[config.mk]
export PLATFORM = sky130hd
export DESIGN_NAME = regfile_wr_arbiter_flat
export DESIGN_NICKNAME = d
export VERILOG_FILES = /design/src/rtl/rf_pkg.sv /design/src/rtl/regfile_wr_arbiter_if.sv /design/src/rtl/rr_arbiter.sv /design/src/rtl/regfile_wr_arbiter.sv /design/src/flat_wrapper.sv
export SDC_FILE = /design/constraint.sdc
export NUM_CORES = 1
export LEC_CHECK = 0
export CAP_MARGIN = 10
export CORE_MARGIN = 2
export CORE_UTILIZATION = 36
export CTS_CLUSTER_SIZE = 40
export DETAILED_ROUTE_END_ITERATION = 8
export GPL_TIMING_DRIVEN = 0
export PLACE_DENSITY = 0.82
export SLEW_MARGIN = 15
export SYNTH_ARGS = -nofsm -noshare
export SYNTH_HDL_FRONTEND = slang
export SYNTH_HIERARCHICAL = 1
export SYNTH_SLANG_ARGS = --single-unit
[constraint.sdc]
create_clock -name clk -period 3.4 [get_ports clk]
set_clock_uncertainty 0.05 [all_clocks]
set_input_delay 0.68 -clock clk [delete_from_list [all_inputs] [get_ports clk]]
set_output_delay 0.68 -clock clk [all_outputs]
set_load 0.03 [all_outputs]
[src/rtl/rf_pkg.sv]
// Shared register-file constants and types for the writeback path.
package rf_pkg;

  localparam int unsigned XLEN = 32;
  localparam int unsigned AW   = 5;
  localparam int unsigned NREG = 32;

  typedef logic [AW-1:0]   reg_addr_t;
  typedef logic [XLEN-1:0] xword_t;

endpackage

[src/rtl/regfile_wr_arbiter_if.sv]
// Writeback request bundle: one valid/ready handshake with rd/wd per requester.
interface regfile_wr_arbiter_if #(
  parameter int unsigned NREQ = 3,
  parameter int unsigned XLEN = 32,
  parameter int unsigned AW   = 5
) ();

  logic [NREQ-1:0]           req_valid;
  logic [NREQ-1:0]           req_ready;
  logic [NREQ-1:0][AW-1:0]   req_rd;
  logic [NREQ-1:0][XLEN-1:0] req_wd;

  modport master (
    output req_valid,
    output req_rd,
    output req_wd,
    input  req_ready
  );

  modport slave (
    input  req_valid,
    input  req_rd,
    input  req_wd,
    output req_ready
  );

endinterface

[src/rtl/rr_arbiter.sv]
// Combinational round-robin arbiter: search starts one past `last`, wrapping modulo N.
module rr_arbiter #(
  parameter int unsigned N = 3,
  localparam int unsigned IW = (N > 1) ? $clog2(N) : 1
) (
  input  logic [N-1:0]  req,
  input  logic [IW-1:0] last,
  output logic [N-1:0]  gnt,
  output logic [IW-1:0] gnt_idx
);

  int unsigned idx;
  logic        found;

  always_comb begin
    gnt     = '0;
    gnt_idx = '0;
    found   = 1'b0;
    idx     = 0;
    for (int unsigned i = 1; i <= N; i++) begin
      idx = (32'(last) + i) % N;
      if (!found && req[idx[IW-1:0]]) begin
        found               = 1'b1;
        gnt[idx[IW-1:0]]    = 1'b1;
        gnt_idx             = idx[IW-1:0];
      end
    end
  end

endmodule

[src/rtl/regfile_wr_arbiter.sv]
// Round-robin arbiter for the regfile write port plus a pending-write scoreboard.
// Define RF_ARB_SCOREBOARD_EN to build the busy vector; otherwise rs1_busy/rs2_busy read 0.
module regfile_wr_arbiter #(
  parameter int unsigned NREQ = 3,
  parameter int unsigned XLEN = rf_pkg::XLEN,
  parameter int unsigned AW   = rf_pkg::AW,
  localparam int unsigned IW  = (NREQ > 1) ? $clog2(NREQ) : 1
) (
  input  logic                 clk,
  input  logic                 rst_n,
  regfile_wr_arbiter_if.slave  req,
  output logic                 rf_we,
  output logic [AW-1:0]        rf_rd,
  output logic [XLEN-1:0]      rf_wd,
  input  logic                 issue_valid,
  input  logic [AW-1:0]        issue_rd,
  input  logic [AW-1:0]        rs1,
  input  logic [AW-1:0]        rs2,
  output logic                 rs1_busy,
  output logic                 rs2_busy
);

  logic [IW-1:0]   last_q, last_d;
  logic [NREQ-1:0] gnt;
  logic [IW-1:0]   gnt_idx;
  logic            any_gnt;
  logic [AW-1:0]   win_rd;
  logic [XLEN-1:0] win_wd;
  logic            rf_we_q, rf_we_d;
  logic [AW-1:0]   rf_rd_q, rf_rd_d;
  logic [XLEN-1:0] rf_wd_q, rf_wd_d;

  rr_arbiter #(
    .N (NREQ)
  ) u_arb (
    .req     (req.req_valid),
    .last    (last_q),
    .gnt     (gnt),
    .gnt_idx (gnt_idx)
  );

  assign req.req_ready = gnt;
  assign any_gnt       = |gnt;
  assign win_rd        = req.req_rd[gnt_idx];
  assign win_wd        = req.req_wd[gnt_idx];

  // Writes to x0 still complete the handshake but never reach the regfile.
  always_comb begin
    last_d  = last_q;
    rf_we_d = 1'b0;
    rf_rd_d = rf_rd_q;
    rf_wd_d = rf_wd_q;
    if (any_gnt) begin
      last_d  = gnt_idx;
      rf_we_d = (win_rd != '0);
      rf_rd_d = win_rd;
      rf_wd_d = win_wd;
    end
  end

  always_ff @(posedge clk or negedge rst_n) begin
    if (!rst_n) begin
      last_q  <= IW'(NREQ - 1);
      rf_we_q <= 1'b0;
      rf_rd_q <= '0;
      rf_wd_q <= '0;
    end else begin
      last_q  <= last_d;
      rf_we_q <= rf_we_d;
      rf_rd_q <= rf_rd_d;
      rf_wd_q <= rf_wd_d;
    end
  end

  assign rf_we = rf_we_q;
  assign rf_rd = rf_rd_q;
  assign rf_wd = rf_wd_q;

`ifdef RF_ARB_SCOREBOARD_EN
  localparam int unsigned NR = 1 << AW;

  logic [NR-1:0] busy_q, busy_d;

  // Clear applied before set so a same-edge issue to the granted register keeps it busy.
  always_comb begin
    busy_d = busy_q;
    if (any_gnt) begin
      busy_d[win_rd] = 1'b0;
    end
    if (issue_valid && (issue_rd != '0)) begin
      busy_d[issue_rd] = 1'b1;
    end
    busy_d[0] = 1'b0;
  end

  always_ff @(posedge clk or negedge rst_n) begin
    if (!rst_n) begin
      busy_q <= '0;
    end else begin
      busy_q <= busy_d;
    end
  end

  assign rs1_busy = busy_q[rs1];
  assign rs2_busy = busy_q[rs2];
`else
  logic unused_issue;
  assign unused_issue = ^{issue_valid, issue_rd, rs1, rs2};
  assign rs1_busy     = 1'b0;
  assign rs2_busy     = 1'b0;
`endif

endmodule

[src/flat_wrapper.sv]
// flat-port wrapper written by rule: the top's interface ports become plain ports
module regfile_wr_arbiter_flat 
#(
  parameter int unsigned NREQ = 3,
  parameter int unsigned XLEN = rf_pkg::XLEN,
  parameter int unsigned AW   = rf_pkg::AW,
  localparam int unsigned IW  = (NREQ > 1) ? $clog2(NREQ) : 1
)
  (clk, rst_n, rf_we, rf_rd, rf_wd, issue_valid, issue_rd, rs1, rs2, rs1_busy, rs2_busy, req_req_valid, req_req_rd, req_req_wd, req_req_ready);
  regfile_wr_arbiter_if #(.NREQ(NREQ), .XLEN(XLEN), .AW(AW)) req_i ();
  input  logic clk;
  input  logic rst_n;
  output logic rf_we;
  output logic [AW-1:0] rf_rd;
  output logic [XLEN-1:0] rf_wd;
  input  logic issue_valid;
  input  logic [AW-1:0] issue_rd;
  input  logic [AW-1:0] rs1;
  input  logic [AW-1:0] rs2;
  output logic rs1_busy;
  output logic rs2_busy;
  input wire logic [$bits(req_i.req_valid)-1:0] req_req_valid;
  input wire logic [$bits(req_i.req_rd)-1:0] req_req_rd;
  input wire logic [$bits(req_i.req_wd)-1:0] req_req_wd;
  output wire logic [$bits(req_i.req_ready)-1:0] req_req_ready;
  assign req_i.req_valid = req_req_valid;
  assign req_i.req_rd = req_req_rd;
  assign req_i.req_wd = req_req_wd;
  assign req_req_ready = req_i.req_ready;
  regfile_wr_arbiter #(.NREQ(NREQ), .XLEN(XLEN), .AW(AW)) u_core (.clk(clk), .rst_n(rst_n), .req(req_i), .rf_we(rf_we), .rf_rd(rf_rd), .rf_wd(rf_wd), .issue_valid(issue_valid), .issue_rd(issue_rd), .rs1(rs1), .rs2(rs2), .rs1_busy(rs1_busy), .rs2_busy(rs2_busy));
endmodule
==> results of run 1 <==
==> worst max path at each step <==
stage / cells after the start / to / from / slack [ns]
4_1_cts: 6 / req_req_ready[1] / req_req_valid[2] / 0.11
2_1_floorplan: 8 / u_core/rf_rd[1] / u_core/last_q[1] / 0.52
3_5_place_dp: 6 / req_req_ready[1] / req_req_valid[2] / -0.18
6_report: 6 / req_req_ready[1] / req_req_valid[2] / 0.10
5_1_grt: 6 / req_req_ready[1] / req_req_valid[2] / 0.02
3_3_place_gp: 6 / req_req_ready[1] / req_req_valid[2] / -0.14
==> power groups by stage <==
stage | clock [mW] | sequential, mW | combinational [mW]
after global routing | 0.458 | 0.920 | 3.71
after floorplan | 0 | 1.36 | 1.81
after detailed placement | 0 | 0.898 | 3.43
final | 0.421 | 0.888 | 3.39
after CTS | 0.435 | 0.890 | 3.42
after global placement | 0 | 0.887 | 3.36
==> layer usage <==
layer,global-route usage (%),share of wire [%],vias up
li1,-,-,1330
met1,25.2,40,1271
met2,37.7,52,81
met3,6.07,6.5,9
met4,5.31,0.95,0
met5,0,0,-
==> flip-flops by register name, indices dropped and copies added, names as in the netlist <==
name,cells
u_core/rf_wd,32
u_core/rf_rd,5
u_core/last_q,2
u_core/rf_we,1
==> worst max-delay path: stages <==
cell             delay (ns)
clkdlybuf4s50_1        0.51
and3b_1                0.25
a2111oi_2              0.33
a21oi_1                0.10
o22ai_1                0.27
clkdlybuf4s15_1        0.43
==> cell usage in the layout, fill, tap and decap left out, types with 3 or more instances in the layout <==
cell type,instances
buf_1,3
mux2_2,3
buf_6,4
buf_2,13
clkbuf_8,7
inv_1,4
a21oi_1,72
nor2_1,71
dfrtp_1,39
nand2_1,8
ha_1,4
mux2i_1,40
clkdlybuf4s50_1,152
==> through the flow <==
step / total power, mW / TNS [ns] / cell area, um^2 / hold WS [ns] / util [%]
after detailed placement: 4.32 / -0.278 / 4190 / 0.433 / 62.1
after global placement: 4.25 / -0.191 / 4170 / 0.418 / 61.7
after global routing: 5.08 / 0 / 4320 / 0.335 / 63.9
after CTS: 4.75 / 0 / 4320 / 0.317 / 63.9
final: 4.70 / 0 / 4320 / 0.309 / 63.9
after floorplan: 3.17 / 0 / 2510 / 0.334 / -
==> what timing repair did <==
| action | 4_1_cts | 5_1_grt |
|---|---|---|
| buffers inserted | 0 | 0 |
| hold buffers | 0 | 0 |
| endpoints found under the setup margin | 3 | 1 |
| gates resized for setup | 3 | 1 |
==> kinds of logic after synthesis <==
logic type,Yosys count,synth area share [%]
DFF,40,40.0
muxes,43,17.3
adders and majority gates,4,2.00
AOI/OAI and AO/OA,87,20.0
and+or+nand+nor,89,14.5
buffers and inverters,26,5.99
other,1,0.150
==> layout make-up <==
type	instances	area [um^2]	share of cell area [%]
tap	80	100	2.32
timing repair buffer	157	1580	36.6
clock buffer	7	96.3	2.23
buffer	22	135	3.13
sequential	40	1000	23.2
multi-input combinational	225	1360	31.4
clock inverter	1	30.0	0.695
inverter	4	15.0	0.348
==> results_dict.tcl, run 1 <==
set metrics [dict create \
    status "finished, final reports clean" \
    synth_common_cells "a21oi_1 (72), nor2_1 (71), mux2i_1 (40)" \
    r2r_cells 10 \
    peakVddDrop_v 0.000489 \
    finalHoldViolCount 0 \
    power_density_mw_per_mm2 1090 \
    clkPwrFrac_pct 9.0 \
    syn_inst 290 \
    rsz0062_at_grt "no" \
    crit_fanout 6 \
    rrSetupSlack_ns 0.46 \
    synth.distinct_cells 35 \
    rows 30 \
    vias_per_cell 5.02 \
    fin_cells 536 \
    grt_pass1_vias 2771 \
    power.leakage_nw 1.79 \
    dieArea_mm2 0.00764 \
    cp.required_ns 2.67 \
    finalCritPeriodShare_pct 97.0 \
    yosys_warnings 6 \
    startpoint_type "primary input" \
    cell_internal_pwr_mw 2.41 \
    place_ws_ns -0.177 \
    htree_levels 2 \
    grt_overflow 0 \
    maxClockFrequency_mhz 303 \
    die_w_um 87.4 \
    crit_type "primary input to output port" \
    dpl.hpwl_um 6350 \
    grt_use_total_pct 21.3 \
    worst_setup_path_end_kind "output port" \
    clk_latency_ns 0.28 \
    p_sw_share_pct 48.7 \
    synth_area_leader_cell "dfrtp_1" \
    max_slew_margin_pct 63.8 \
    clock-sinks 40 \
    clk_pin_slew_ns 0.08 \
    fill_cells 583 \
    clock_path_buffers 2 \
    antenna_cells 0 \
    area_delta_synth_final_pct 72.3 \
    placedCellCount 528 \
    die_height_um 87.4 \
    pwr-share-comb_pct 72.2 \
    num_vias 2691 \
    min_period_ns 3.30 \
    avgRoutedWirePerCell_um 14.9 \
    first_pass_iters 4 \
    hp-class "primary input to async pin" \
    root_buffer "clkbuf_8" \
    p_switching_mw 2.29 \
    setup_viol 0 \
    avgSynthCellArea_um2 8.64 \
    drt-total-wl_um 8000 \
    final_nets 591 \
    route.detailed.drc 0 \
    cap_violations 0 \
    worst_pin_slew_ns 0.543 \
    port_buffers 156 \
    initialDrtViolationCount 73 \
    netlist.area_leader.share_pct 38.9 \
    ys_ff_latch 40 \
    synthesis.area_mm2 0.00251 \
    core_area_mm2 0.00676 \
    cts_tree "yes" \
    drive_gt1_share_pct 8.11 \
    grt_pass1_wl_um 12800 \
    grt_max_degree 22 \
    numCtsBuffers 5 \
    seqPwrFrac_pct 18.9 \
    grt_antenna_before_repair 0 \
    io-pin-count 175 \
    r2r-end "u_core/rf_wd[23]" \
    fin_ws_ns 0.102 \
    drv_slew 0 \
    synth_top_flop_cell "dfrtp_1" \
    initial_core_util_pct 37.1 \
    yosysSeqAreaShare_pct 40.0 \
    synth_most_common_cell "a21oi_1" \
    gp_congestion 0.817 \
    ys_async_sr_fraction_pct 100 \
    synth_area_leaders "dfrtp_1 (39%), mux2i_1 (16%), a21oi_1 (14%)" \
    r2r_start "u_core/last_q[1]" \
    detail-route-antenna-nets 0 \
    crit_arrival_ns 2.57 \
    synth_edf_count 0 \
]
Note: power is estimated with default switching activity, not from simulation.
==> run 2, diff against run 1 <==
--- a/config.mk
+++ b/config.mk
@@ -6,8 +6,10 @@
 export NUM_CORES = 1
 export LEC_CHECK = 0
 export CAP_MARGIN = 10
+export CORE_ASPECT_RATIO = 0.7
 export CORE_MARGIN = 2
 export CORE_UTILIZATION = 36
+export CTS_CLUSTER_DIAMETER = 40
 export CTS_CLUSTER_SIZE = 40
 export DETAILED_ROUTE_END_ITERATION = 8
 export GPL_TIMING_DRIVEN = 0
==> run 2 against run 1 <==
Final cell count up 2.6%. Register-to-register slack about the same. Non-clock buffer count stayed put. Flip-flop and latch count unchanged. Sequential power is essentially flat. Count of clock-buffer cells in the layout is 2 lower. Core utilization about the same. Worst hold slack worse by 0.029 ns. Combinational power barely moved. Sequential share of layout area hardly changed. Largest cell class unchanged.
==> results_dict.tcl, run 2 (synthesized netlist as in run 1, its figures left out) <==
set metrics [dict create \
    worst_setup_path_end_kind "output port" \
    htree_levels 2 \
    final_nets 591 \
    fin_util_pct 63.9 \
    r2r_cells 11 \
    antenna_cells 0 \
    placedCellCount 542 \
    grt_antenna_before_repair 0 \
    r2r-end "u_core/rf_wd[22]" \
    drv_slew 0 \
    cts_tree "yes" \
    cp.required_ns 2.67 \
    fin_cells 550 \
    fill_cells 597 \
    grt_overflow 0 \
    hold_slack_ns 0.281 \
    rows 25 \
    clk_pin_slew_ns 0.08 \
    detail-route-antenna-nets 0 \
    num_vias 2733 \
    crit_type "flop to output port" \
    place_area_mm2 0.00421 \
    first_pass_iters 4 \
    peakVddDrop_v 0.000507 \
    clk_latency_ns 0.28 \
    grt_use_total_pct 21.2 \
    die_height_um 73.8 \
    dpl.hpwl_um 6320 \
    clock_path_buffers 2 \
    crit_fanout 6 \
    initialDrtViolationCount 93 \
    port_buffers 156 \
    maxClockFrequency_mhz 311 \
    cp_slowest_cell "o41ai_2" \
    drive_gt1_share_pct 8.33 \
    cap_violations 0 \
    core_area_mm2 0.00676 \
    route.detailed.drc 0 \
    r2r_start "u_core/last_q[0]" \
    min_period_ns 3.22 \
    max_stage_delay_ns 0.46 \
    hp-class "primary input to async pin" \
    rsz0062_at_grt "no" \
    crit_arrival_ns 2.49 \
    startpoint_type "flop" \
    clock-sinks 40 \
    dieArea_mm2 0.00766 \
    final_area_mm2 0.00432 \
    finalHoldViolCount 0 \
    setup_viol 0 \
    drt-total-wl_um 8080 \
    power_density_mw_per_mm2 1080 \
    status "finished, final reports clean" \
    gp_congestion 0.876 \
    power.leakage_nw 1.78 \
    layout_common_cells "clkdlybuf4s50_1 (152), a21oi_1 (72), nor2_1 (71)" \
    die_w_um 104 \
    grt_pass1_wl_um 12900 \
    grt_max_degree 24 \
    initial_core_util_pct 37.1 \
    final_common_cell "clkdlybuf4s50_1" \
    fin_setup_tns_ns 0 \
    io-pin-count 175 \
    vias_per_cell 4.97 \
    area_delta_synth_final_pct 72.2 \
    root_buffer "clkbuf_8" \
    avgRoutedWirePerCell_um 14.7 \
    largest_reg_flops 32 \
    finalCritPeriodShare_pct 94.6 \
    rrSetupSlack_ns 0.45 \
    numCtsBuffers 5 \
    worstPathCellList "inv_1 > ha_1 > mux2i_1 > o21ai_4 > o41ai_2 > dlygate4sd2_1" \
    grt_pass1_vias 2638 \
]
[run 2: changes by cell type in the layout (fill, tap and decap cells not counted)]
| cell | delta |
|---|---|
| clkinvlp_4 | +1 |
| clkbuf_2 | +1 |
| clkinv_2 | +1 |
| clkdlybuf4s15_1 | -1 |
| clkbuf_8 | -2 |
[run 2: cell type report]
class | instances | area, um^2 | share of cell area, %
repair buffers | 157 | 1580 | 36.5
multi-input cells | 225 | 1360 | 31.5
flip-flops and latches | 40 | 1000 | 23.2
plain buffers | 22 | 135 | 3.13
well taps | 94 | 118 | 2.73
clock buffers | 5 | 68.8 | 1.59
clock inverters | 3 | 42.5 | 0.986
inverters | 4 | 15.0 | 0.348
[run 2: repair_timing]
item / in CTS / in global routing
gates resized for setup: 3 / 2
buffers inserted: 0 / 0
setup endpoints to repair: 3 / 1
pin swaps: 0 / 0
hold buffers: 0 / 0
[run 2: how the worst max path moves through the flow]
stage / end / cells past startpoint / from
floorplan: u_core/rf_rd[1] / 8 / u_core/last_q[1]
global placement: req_req_ready[1] / 6 / req_req_valid[2]
detailed placement: req_req_ready[1] / 6 / req_req_valid[2]
CTS: req_req_ready[1] / 6 / req_req_valid[2]
global route: req_req_ready[2] / 6 / u_core/last_q[0]
finish: req_req_ready[2] / 6 / u_core/last_q[0]
[run 2: worst max-delay path: cells and delay by family (launching register included)]
family	cells	cell delay, ns
buffers and inverters	2	0.53
DFF	1	0.40
adders and majority gates	1	0.39
AOI/OAI and AO/OA	2	0.58
muxes	1	0.30
[run 2: power by group]
group / switching (mW) / leakage, nW / internal [mW]
logic: 2.01 / 1.26 / 1.39
registers: 0.127 / 0.461 / 0.762
clock network: 0.169 / 0.0541 / 0.217
[run 2: per-stage QoR]
stage,power [mW],setup slack (ns)
2_1_floorplan,3.17,0.517
3_3_place_gp,4.24,-0.112
3_5_place_dp,4.33,-0.186
4_1_cts,4.71,0.0997
5_1_grt,5.04,0.0309
6_report,4.68,0.182
[run 2: layer usage]
layer,vias up,GRT usage [%],share of wire (%)
met5,-,0,0
met4,0,4.65,0.85
met3,6,6.65,7.9
met2,115,36.8,48
met1,1275,26.3,44
li1,1337,-,-
==> run 3, diff against run 2 <==
--- a/config.mk
+++ b/config.mk
@@ -19,3 +19,4 @@
 export SYNTH_HDL_FRONTEND = slang
 export SYNTH_HIERARCHICAL = 1
 export SYNTH_SLANG_ARGS = --single-unit
+export TNS_END_PERCENT = 100
==> results of run 3 <==
Final layout, timing and power as in run 2 (identical DEF).
